[src/rtl/rf_pkg.sv]
// Shared constants for the register-file write-back path.
package rf_pkg;

   localparam int ADDR_W    = 5;
   localparam int DATA_W    = 32;
   localparam int REG_COUNT = 32;

   // Requester slots on the write-back arbiter
   localparam int REQ_ALU  = 0;
   localparam int REQ_LOAD = 1;
   localparam int REQ_MDU  = 2;

endpackage : rf_pkg

[src/rtl/rf_wb_arbiter_rr.sv]
// N-input round-robin arbiter: one-hot grant starting the search at ptr_i,
// plus the pointer value to load after this cycle's grant.
module rr_arbiter #(
   parameter  int N  = 3,
   localparam int PW = (N > 1) ? $clog2(N) : 1
) (
   input  logic [N-1:0]  req_i,
   input  logic [PW-1:0] ptr_i,
   output logic [N-1:0]  gnt_o,
   output logic          gnt_v_o,
   output logic [PW-1:0] idx_o,
   output logic [PW-1:0] ptr_next_o
);

   int cand;
   int nxt;

   // Scan ptr, ptr+1, ... mod N; first valid requester wins
   always_comb begin
      gnt_o      = '0;
      gnt_v_o    = 1'b0;
      idx_o      = '0;
      ptr_next_o = ptr_i;
      cand       = 0;
      nxt        = 0;
      for (int k = 0; k < N; k++) begin
         cand = (int'(ptr_i) + k) % N;
         if (!gnt_v_o && req_i[cand]) begin
            gnt_v_o     = 1'b1;
            gnt_o[cand] = 1'b1;
            idx_o       = PW'(cand);
         end
      end
      if (gnt_v_o) begin
         nxt = int'(idx_o) + 1;
         if (nxt >= N) begin
            nxt = 0;
         end
         ptr_next_o = PW'(nxt);
      end
   end

endmodule : rr_arbiter

[src/rtl/rf_wb_arbiter.sv]
// Register-file write-back arbiter and destination scoreboard.
// Shares the single RF write port among N_REQ producers and tracks which
// destination registers still have a write outstanding.
module rf_wb_arbiter #(
   parameter  int N_REQ  = 3,
   parameter  int ADDR_W = 5,
   parameter  int DATA_W = 32,
   localparam int PW     = (N_REQ > 1) ? $clog2(N_REQ) : 1
) (
   input  logic                    CLK,
   input  logic                    RST_N,
   input  logic [N_REQ-1:0]        REQ_V,
   input  logic [N_REQ*ADDR_W-1:0] REQ_ADDR,
   input  logic [N_REQ*DATA_W-1:0] REQ_DATA,
   output logic [N_REQ-1:0]        REQ_RDY,
   input  logic                    RESV_V,
   input  logic [ADDR_W-1:0]       RESV_ADDR,
   input  logic [ADDR_W-1:0]       RSC,
   input  logic [ADDR_W-1:0]       RTC,
   output logic                    BUSY_RS,
   output logic                    BUSY_RT,
   output logic                    RF_W,
   output logic [ADDR_W-1:0]       RDC,
   output logic [DATA_W-1:0]       RD,
   output logic                    RESV_ERR
);

   import rf_pkg::*;

   localparam int NREG = 1 << ADDR_W;

   logic [PW-1:0]     ptr_q, ptr_d, ptr_nxt;
   logic              rf_w_q, rf_w_d;
   logic [ADDR_W-1:0] rdc_q, rdc_d;
   logic [DATA_W-1:0] rd_q, rd_d;
   logic [NREG-1:0]   busy_q, busy_d;
   logic              resv_err_q, resv_err_d;

   logic [N_REQ-1:0]  gnt;
   logic              gnt_v;
   logic [PW-1:0]     gnt_idx;
   logic              xfer;
   logic [ADDR_W-1:0] sel_addr;
   logic [DATA_W-1:0] sel_data;
   logic              resv_nz;

   rr_arbiter #(.N(N_REQ)) u_rr (
      .req_i      (REQ_V),
      .ptr_i      (ptr_q),
      .gnt_o      (gnt),
      .gnt_v_o    (gnt_v),
      .idx_o      (gnt_idx),
      .ptr_next_o (ptr_nxt)
   );

   // Grants are suppressed while reset is asserted so no handshake can complete
   assign REQ_RDY = RST_N ? gnt : '0;
   assign xfer    = RST_N & gnt_v;
   assign resv_nz = RESV_V && (RESV_ADDR != '0);

   // Select the granted requester's address and data
   always_comb begin
      sel_addr = '0;
      sel_data = '0;
      for (int i = 0; i < N_REQ; i++) begin
         if (gnt[i]) begin
            sel_addr = REQ_ADDR[i*ADDR_W +: ADDR_W];
            sel_data = REQ_DATA[i*DATA_W +: DATA_W];
         end
      end
   end

   // Output stage and pointer next state; $0 completes handshake without a write
   always_comb begin
      ptr_d  = ptr_q;
      rf_w_d = 1'b0;
      rdc_d  = rdc_q;
      rd_d   = rd_q;
      if (xfer) begin
         ptr_d  = ptr_nxt;
         rf_w_d = (sel_addr != '0);
         rdc_d  = sel_addr;
         rd_d   = sel_data;
      end
   end

   // Scoreboard next state: clear after the write cycle, set on reservation (set wins)
   always_comb begin
      busy_d = busy_q;
      if (rf_w_q) begin
         busy_d[rdc_q] = 1'b0;
      end
      if (resv_nz) begin
         busy_d[RESV_ADDR] = 1'b1;
      end
      busy_d[0]  = 1'b0;
      resv_err_d = resv_err_q | (resv_nz & busy_q[RESV_ADDR]);
   end

   // State registers
   always_ff @(posedge CLK or negedge RST_N) begin
      if (!RST_N) begin
         ptr_q      <= '0;
         rf_w_q     <= 1'b0;
         rdc_q      <= '0;
         rd_q       <= '0;
         busy_q     <= '0;
         resv_err_q <= 1'b0;
      end else begin
         ptr_q      <= ptr_d;
         rf_w_q     <= rf_w_d;
         rdc_q      <= rdc_d;
         rd_q       <= rd_d;
         busy_q     <= busy_d;
         resv_err_q <= resv_err_d;
      end
   end

   assign RF_W     = rf_w_q;
   assign RDC      = rdc_q;
   assign RD       = rd_q;
   assign RESV_ERR = resv_err_q;
   assign BUSY_RS  = busy_q[RSC];
   assign BUSY_RT  = busy_q[RTC];

endmodule : rf_wb_arbiter

[config.mk]
export PLATFORM = sky130hd
export DESIGN_NAME = rf_wb_arbiter
export DESIGN_NICKNAME = d
export VERILOG_FILES = /design/src/rtl/rf_pkg.sv /design/src/rtl/rf_wb_arbiter_rr.sv /design/src/rtl/rf_wb_arbiter.sv
export SDC_FILE = /design/constraint.sdc
export NUM_CORES = 1
export LEC_CHECK = 0
export BUFFER_PORTS_ARGS = -buffer_cell sky130_fd_sc_hd__buf_2
export CORE_MARGIN = 3
export CORE_UTILIZATION = 45
export DETAILED_ROUTE_END_ITERATION = 8
export PLACE_DENSITY = 0.73
export SYNTH_ARGS = -nofsm -noshare
export SYNTH_HDL_FRONTEND = slang
export SYNTH_SLANG_ARGS = --single-unit
[constraint.sdc]
create_clock -name CLK -period 6.45 [get_ports CLK]
set_input_delay 0.9675 -clock CLK [delete_from_list [all_inputs] [get_ports CLK]]
set_output_delay 0.9675 -clock CLK [all_outputs]
set_load 0.01 [all_outputs]
==> results_dict.tcl, run 1 <==
set metrics [dict create \
    outcome "completed" \
    yosysTopAreaCell "dfrtp_1" \
    netlist_area_um2 5000 \
    antenna_found_initial 0 \
    synth-edff-count 0 \
    cts_root_buf "clkbuf_8" \
    internal-power_uw 1640 \
    seqPwrFrac_pct 26.6 \
    worst_pin_slew_ns 1.01 \
    synth-simple-area-share_pct 12.9 \
    synth-seq-cells 72 \
    io_pins 176 \
    rr_worst_depth 9 \
    start_util_pct 47.4 \
    drv_slew 0 \
    switchingPower_uw 1470 \
    synth_top_area_share_pct 36.0 \
    grt_usage_pct 23.1 \
    cts_hold_buf 0 \
    vias 4554 \
    yosys.area_share.adder_pct 1.00 \
    yosys_warnings 0 \
    io_buffers 175 \
    drc 0 \
    holdPathEnd "RESV_ERR" \
    tns_ns 0 \
    p_clk_share_pct 11.9 \
    crit_fanout 39 \
    syn_avg_cell_area_um2 10.6 \
    r2r_end "RD[11]" \
    maxCapViolations 0 \
    synth_mux_area_share_pct 13.4 \
    htree_levels 3 \
    finalNetCount 760 \
    min_from "RESV_ERR" \
    place_congestion 0.913 \
    clk_pin_slew_ns 0.09 \
    cts_resized 0 \
    layout.cells.non_filler 765 \
    hold_depth 1 \
    synthFlopType "dfrtp_1" \
    numCtsBuffers 9 \
    cp-end-kind "output pin" \
    grt-ovfl-total 0 \
    peakVddDrop_mv 0.574 \
    top_layer_used "met4" \
    layout_min_cycle_time_ns 4.33 \
    synth_top_family_by_area "compound AO/OA/AOI/OAI gates" \
    met1Wirelength_mm 5.87 \
    netlist_instances 471 \
    synth_xor_area_share_pct 0 \
    wire_per_inst_um 18.7 \
    first_iter_violations 341 \
    async_flop_share_pct 100 \
    final_layout_size_suffix_gt1_share_pct 47.9 \
    r2r-start "ptr_q[1]" \
    clockBufferDepth 2 \
    period_share_pct 67.1 \
    diodes 0 \
    synth_top_cells_by_area "dfrtp_1 (36%), mux4_2 (11%), a221oi_2 (9.0%)" \
    wl_met3_mm 1.27 \
    grt_max_degree 47 \
    wirelength_mm 14.3 \
    dp_hpwl_mm 10.7 \
    relSlewSlack_pct 32.6 \
    hold_violations 0 \
    clock_skew_ns 0.0178 \
    pwr-share-comb_pct 61.5 \
    post-cts-setup-buffer-count 0 \
    drtPass1Iterations 4 \
    die_y_um 111 \
    ant_nets 0 \
    power_per_cell_area_nw_per_um2 513 \
    vias_per_cell 5.95 \
    hold_class "reg2reg" \
    area_growth_pct 20.9 \
    crit_path_start_kind "flip-flop" \
    tritoncts "done" \
    clkSinkCount 72 \
    fmax_ghz 0.231 \
    dieArea_um2 12400 \
    rsz0062_at_grt "no" \
    netSwitchingFraction_pct 47.2 \
    r2r_setup_slack_ns 2.60 \
    core_area_um2 10600 \
    grt_pass1_vias 4607 \
    crit_arrival_ns 3.36 \
    yosys.cell_types.count 54 \
    required_ns 5.48 \
    wl_met2_mm 6.96 \
    power.leakage_uw 0.00259 \
    die_w_um 111 \
    place_inst 749 \
    worstSetupPathType "reg2out" \
    grt_pass1_wl_mm 23.5 \
    setup.worst_path.start "ptr_q[1]" \
    setup_viol 0 \
    synth_compound_area_share_pct 30.8 \
    synth_nets 607 \
    ys_seq_area_share_pct 36.0 \
    clk_latency_ns 0.36 \
    placementRows 37 \
]
-- state kept, by name, indices dropped and copies added (netlist names) --
| signal | flops |
|---|---|
| ptr_q | 2 |
| RF_W | 1 |
| RDC | 5 |
| busy_q | 31 |
| RESV_ERR | 1 |
| RD | 32 |
-- critical path, cell delays in order (launching register included) --
cell      delay, ns
dfrtp_1        0.42
inv_1          0.10
ha_1           0.45
mux2i_1        0.38
o221ai_1       0.21
nor2_1         0.27
a211o_2        0.81
and2_1         0.22
buf_2          0.13
-- synthesized netlist by cell type, types with 2 or more instances --
master / n
o31ai_2: 30
nor2b_1: 3
o2bb2ai_1: 2
o22ai_1: 4
mux2i_1: 3
buf_12: 3
inv_1: 11
buf_2: 10
buf_4: 2
nand3_1: 7
mux4_2: 25
o21ai_0: 72
o21a_1: 2
clkbuf_1: 14
nand3b_1: 11
or3_1: 2
buf_6: 5
o221ai_1: 2
mux2_2: 7
or3b_2: 5
a311oi_1: 2
a221oi_1: 2
ha_1: 4
clkbuf_4: 2
o31ai_1: 7
nand2b_1: 4
dfrtp_1: 72
a221oi_2: 30
nand2_1: 49
and2_1: 5
nor2_1: 45
a21oi_1: 7
-- metrics by stage --
| stage | hold slack, ns | instance area, µm² | power, µW | setup slack [ns] | util [%] |
|---|---|---|---|---|---|
| floorplan | 0.498 | 5000 | 2360 | 2.81 | - |
| detailed placement | 0.460 | 5850 | 2730 | 2.41 | 55.4 |
| global route | 0.509 | 6050 | 3330 | 1.92 | 57.3 |
| finish | 0.482 | 6050 | 3100 | 2.12 | 57.3 |
| CTS | 0.483 | 6050 | 3100 | 2.15 | 57.3 |
| global placement | 0.455 | 5850 | 2670 | 2.49 | 55.4 |
-- kinds of logic after synthesis --
group / count (synthesis)
AOI/OAI and AO/OA: 175
and+or+nand+nor: 137
muxes: 35
buffers and inverters: 48
adders and majority gates: 4
DFF: 72
-- cell type report --
class / instances / area [µm²]
clock buffers: 9 / 124
clock inverters: 7 / 77.6
fillers: 917 / 4510
inverters: 11 / 41.3
multi-input cells: 351 / 2920
flip-flops and latches: 72 / 1800
well taps: 136 / 170
repair buffers: 179 / 908
-- power groups by stage --
| stage | Sequential, µW | Combinational, µW | Clock, µW |
|---|---|---|---|
| floorplan | 818 | 1540 | 0 |
| global placement | 815 | 1860 | 0 |
| detailed placement | 827 | 1910 | 0 |
| CTS | 820 | 1910 | 377 |
| global route | 850 | 2080 | 398 |
| finish | 825 | 1910 | 370 |
-- metal layers --
| layer | vias to the layer above | GRT usage (%) |
|---|---|---|
| met5 | - | 0 |
| met4 | 0 | 7.46 |
| met3 | 20 | 5.82 |
| met2 | 223 | 38.1 |
| met1 | 2209 | 30.1 |
| li1 | 2102 | - |
-- how the worst max path moves through the flow --
stage                      end  slack [ns]  cells past startpoint
finish              REQ_RDY[2]        2.12                      8
global route        REQ_RDY[2]        1.92                      8
CTS                 REQ_RDY[2]        2.15                      8
global placement    REQ_RDY[2]        2.49                      6
floorplan              BUSY_RS        2.81                      4
detailed placement  REQ_RDY[2]        2.41                      6
-- placed cells by master, fill, tap and decap left out, types with 4 or more instances in the layout --
| cell | synthesis | routed |
|---|---|---|
| or3b_2 | 5 | 5 |
| a221oi_2 | 30 | 30 |
| mux2_2 | 7 | 7 |
| a21oi_1 | 7 | 7 |
| o22ai_1 | 4 | 4 |
| o31ai_2 | 30 | 30 |
| buf_4 | 2 | 5 |
| buf_2 | 10 | 174 |
| nand2_1 | 49 | 49 |
| and2_1 | 5 | 5 |
| dfrtp_1 | 72 | 72 |
| ha_1 | 4 | 4 |
| o31ai_1 | 7 | 7 |
| o21ai_0 | 72 | 72 |
| clkbuf_8 | 0 | 9 |
| mux4_2 | 25 | 25 |
| nand3_1 | 7 | 7 |
| nand2b_1 | 4 | 4 |
| nand3b_1 | 11 | 11 |
| nor2_1 | 45 | 45 |
| inv_1 | 11 | 11 |
Note: power is estimated with default switching activity, not from simulation.
==> inputs of run 2 (changes only) <==
Settings changed: ABC_AREA from default to 1, PLACE_DENSITY 0.73 to 0.77.
Clock period 6.45 ns to 3.9 ns, I/O delays scaled along.
==> results_dict.tcl, run 2 <==
set metrics [dict create \
    yosys_warnings 0 \
    crit_path_start_kind "flip-flop" \
    netlist_instances 664 \
    switchingPower_uw 2480 \
    cts_root_buf "clkbuf_8" \
    synth_commonest_cells "nand2_1 (122), o21ai_0 (104), a21oi_1 (87), dfrtp_1 (72), inv_1 (47)" \
    required_ns 3.31 \
    drv_slew 0 \
    crit_arrival_ns 2.52 \
    netSwitchingFraction_pct 50.6 \
    clk_latency_ns 0.35 \
    synth_top_area_share_pct 37.3 \
    post-route-util_pct 57.4 \
    final_layout_size_suffix_gt1_share_pct 28.2 \
    nFillCells 1013 \
    drc 0 \
    first_iter_violations 476 \
    p_clk_share_pct 13.1 \
    numCtsBuffers 9 \
    yosys.cell_types.count 36 \
    peakVddDrop_mv 0.562 \
    wire_per_inst_um 15.8 \
    fmax_ghz 0.323 \
    maxCapViolations 0 \
    clkSinkCount 72 \
    dieArea_um2 12000 \
    dp_hpwl_mm 11.1 \
    hold_violations 0 \
    async_flop_share_pct 100 \
    clockBufferDepth 2 \
    core_area_um2 10400 \
    antenna_found_initial 0 \
    period_share_pct 79.5 \
    syn_avg_cell_area_um2 7.28 \
    final_common_cell "buf_2" \
    vias_per_cell 5.62 \
    io_buffers 175 \
    synth-edff-count 0 \
    synth-seq-cells 72 \
    synthFlopType "dfrtp_1" \
    wirelength_mm 15.2 \
    relSlewSlack_pct 44.1 \
    tns_ns 0 \
    power.leakage_uw 0.00287 \
    setup_viol 0 \
    io_pins 176 \
    netlist_area_um2 4830 \
    synth_nets 800 \
    largest_reg_flops 32 \
    seqPwrFrac_pct 27.4 \
    mostFrequentLayoutCells "buf_2 (174), nand2_1 (122), o21ai_0 (104)" \
    die_w_um 110 \
    rsz0062_at_grt "no" \
    yosysTopAreaCell "dfrtp_1" \
    ys_seq_area_share_pct 37.3 \
    tritoncts "done" \
    grt_max_degree 47 \
    yosysMostFrequentCell "nand2_1" \
    cp-end-kind "output pin" \
    crit_fanout 38 \
    outcome "completed" \
    layout_min_cycle_time_ns 3.10 \
    placementRows 37 \
    area_growth_pct 23.1 \
    power_per_cell_area_nw_per_um2 824 \
    ff_latch_area_um2 1800 \
    die_y_um 110 \
    multi_input_area_um2 2620 \
    finalNetCount 958 \
    post-cts-setup-buffer-count 0 \
    clock_skew_ns 0.0125 \
    worst_pin_slew_ns 0.836 \
    clk_pin_slew_ns 0.08 \
    vias 5413 \
    grt_pass1_wl_mm 24.0 \
    worstSetupPathType "reg2out" \
    cts_resized 0 \
    ant_nets 0 \
    place_congestion 0.911 \
    pwr-share-comb_pct 59.6 \
    start_util_pct 46.6 \
    grt_pass1_vias 4813 \
    grt-ovfl-total 0 \
    cts_hold_buf 0 \
    htree_levels 3 \
    synth_top_cells_by_area "dfrtp_1 (37%), o21ai_0 (11%), nand2_1 (9.5%)" \
    diodes 0 \
    drtPass1Iterations 5 \
    grt_usage_pct 25.2 \
    hold_class "in2async" \
    internal-power_uw 2420 \
]
[run 2: cell count changes in the layout (fill, tap and decap cells not counted), sizes merged, moves of 7 or more]
cell    change
nand3b     -10
o21ai      +66
nand3      +59
o211ai     +18
a21oi      +80
nand2      +78
o31ai      -36
mux2        -7
nor2       -17
inv        +40
mux4       -25
a221oi     -31
[run 2: power groups by stage]
stage | combinational [µW] | clock [µW] | sequential [µW]
after CTS | 2910 | 658 | 1330
after global routing | 3290 | 683 | 1380
after detailed placement | 2910 | 0 | 1330
after global placement | 2860 | 0 | 1340
final | 2920 | 640 | 1340
after floorplan | 2230 | 0 | 1350
[run 2: path summary, 6_finish.rpt]
| path | start | end | slack [ns] | cells after the start |
|---|---|---|---|---|
| max | ptr_q[0] | REQ_RDY[2] | 0.80 | 10 |
| min | RST_N | busy_q[1] | 0.16 | 1 |
| max reg2reg | ptr_q[0] | RD[17] | 1.25 | 13 |
| min reg2reg | RESV_ERR | RESV_ERR | 0.46 | 2 |
| max in group asynchronous | RST_N | busy_q[28] | 2.82 | 2 |
| min in group CLK | REQ_DATA[75] | RD[11] | 0.45 | 3 |
[run 2: final cells by class]
cell class / instances / share of cell area, %
clock inverters: 6 / 1.41
inverters: 55 / 3.47
repair buffers: 181 / 15.7
well taps: 136 / 2.86
multi-input cells: 503 / 44.1
clock buffers: 10 / 2.15
flip-flops and latches: 72 / 30.3
[run 2: kinds of logic after synthesis]
kind of cell	after synthesis	synth area share (%)
AOI/OAI and AO/OA	263	29.4
and+or+nand+nor	236	23.4
buffers and inverters	89	8.81
DFF	72	37.3
adders and majority gates	4	1.04
[run 2: critical path, cell delays in order (launching register included)]
cell and delay [ns]:
dfrtp_1 0.37, inv_1 0.08, ha_1 0.41, inv_2 0.10, nand3_1 0.09, nand2_1 0.16
nand4_2 0.15, nand2_2 0.07, inv_2 0.49, nor2_1 0.07, buf_2 0.16
[run 2: metrics by stage]
step / cells / setup WS (ns) / power [µW] / instance area (µm²) / hold slack (ns)
final: 963 / 0.800 / 4900 / 5950 / 0.155
after global routing: 963 / 0.614 / 5360 / 5950 / 0.174
after CTS: 963 / 0.784 / 4890 / 5950 / 0.164
after detailed placement: 947 / 1.18 / 4240 / 5740 / 0.448
after global placement: 947 / 1.24 / 4190 / 5740 / 0.447
after floorplan: 664 / 1.53 / 3580 / 4830 / 0.289
[run 2: metal layers]
layer | GRT usage, % | vias to the layer above | wire (µm)
li1 | - | 2630 | -
met1 | 35.5 | 2491 | 6320
met2 | 38.3 | 270 | 7020
met3 | 6.46 | 22 | 1570
met4 | 7.21 | 0 | 266
met5 | 0 | - | 0
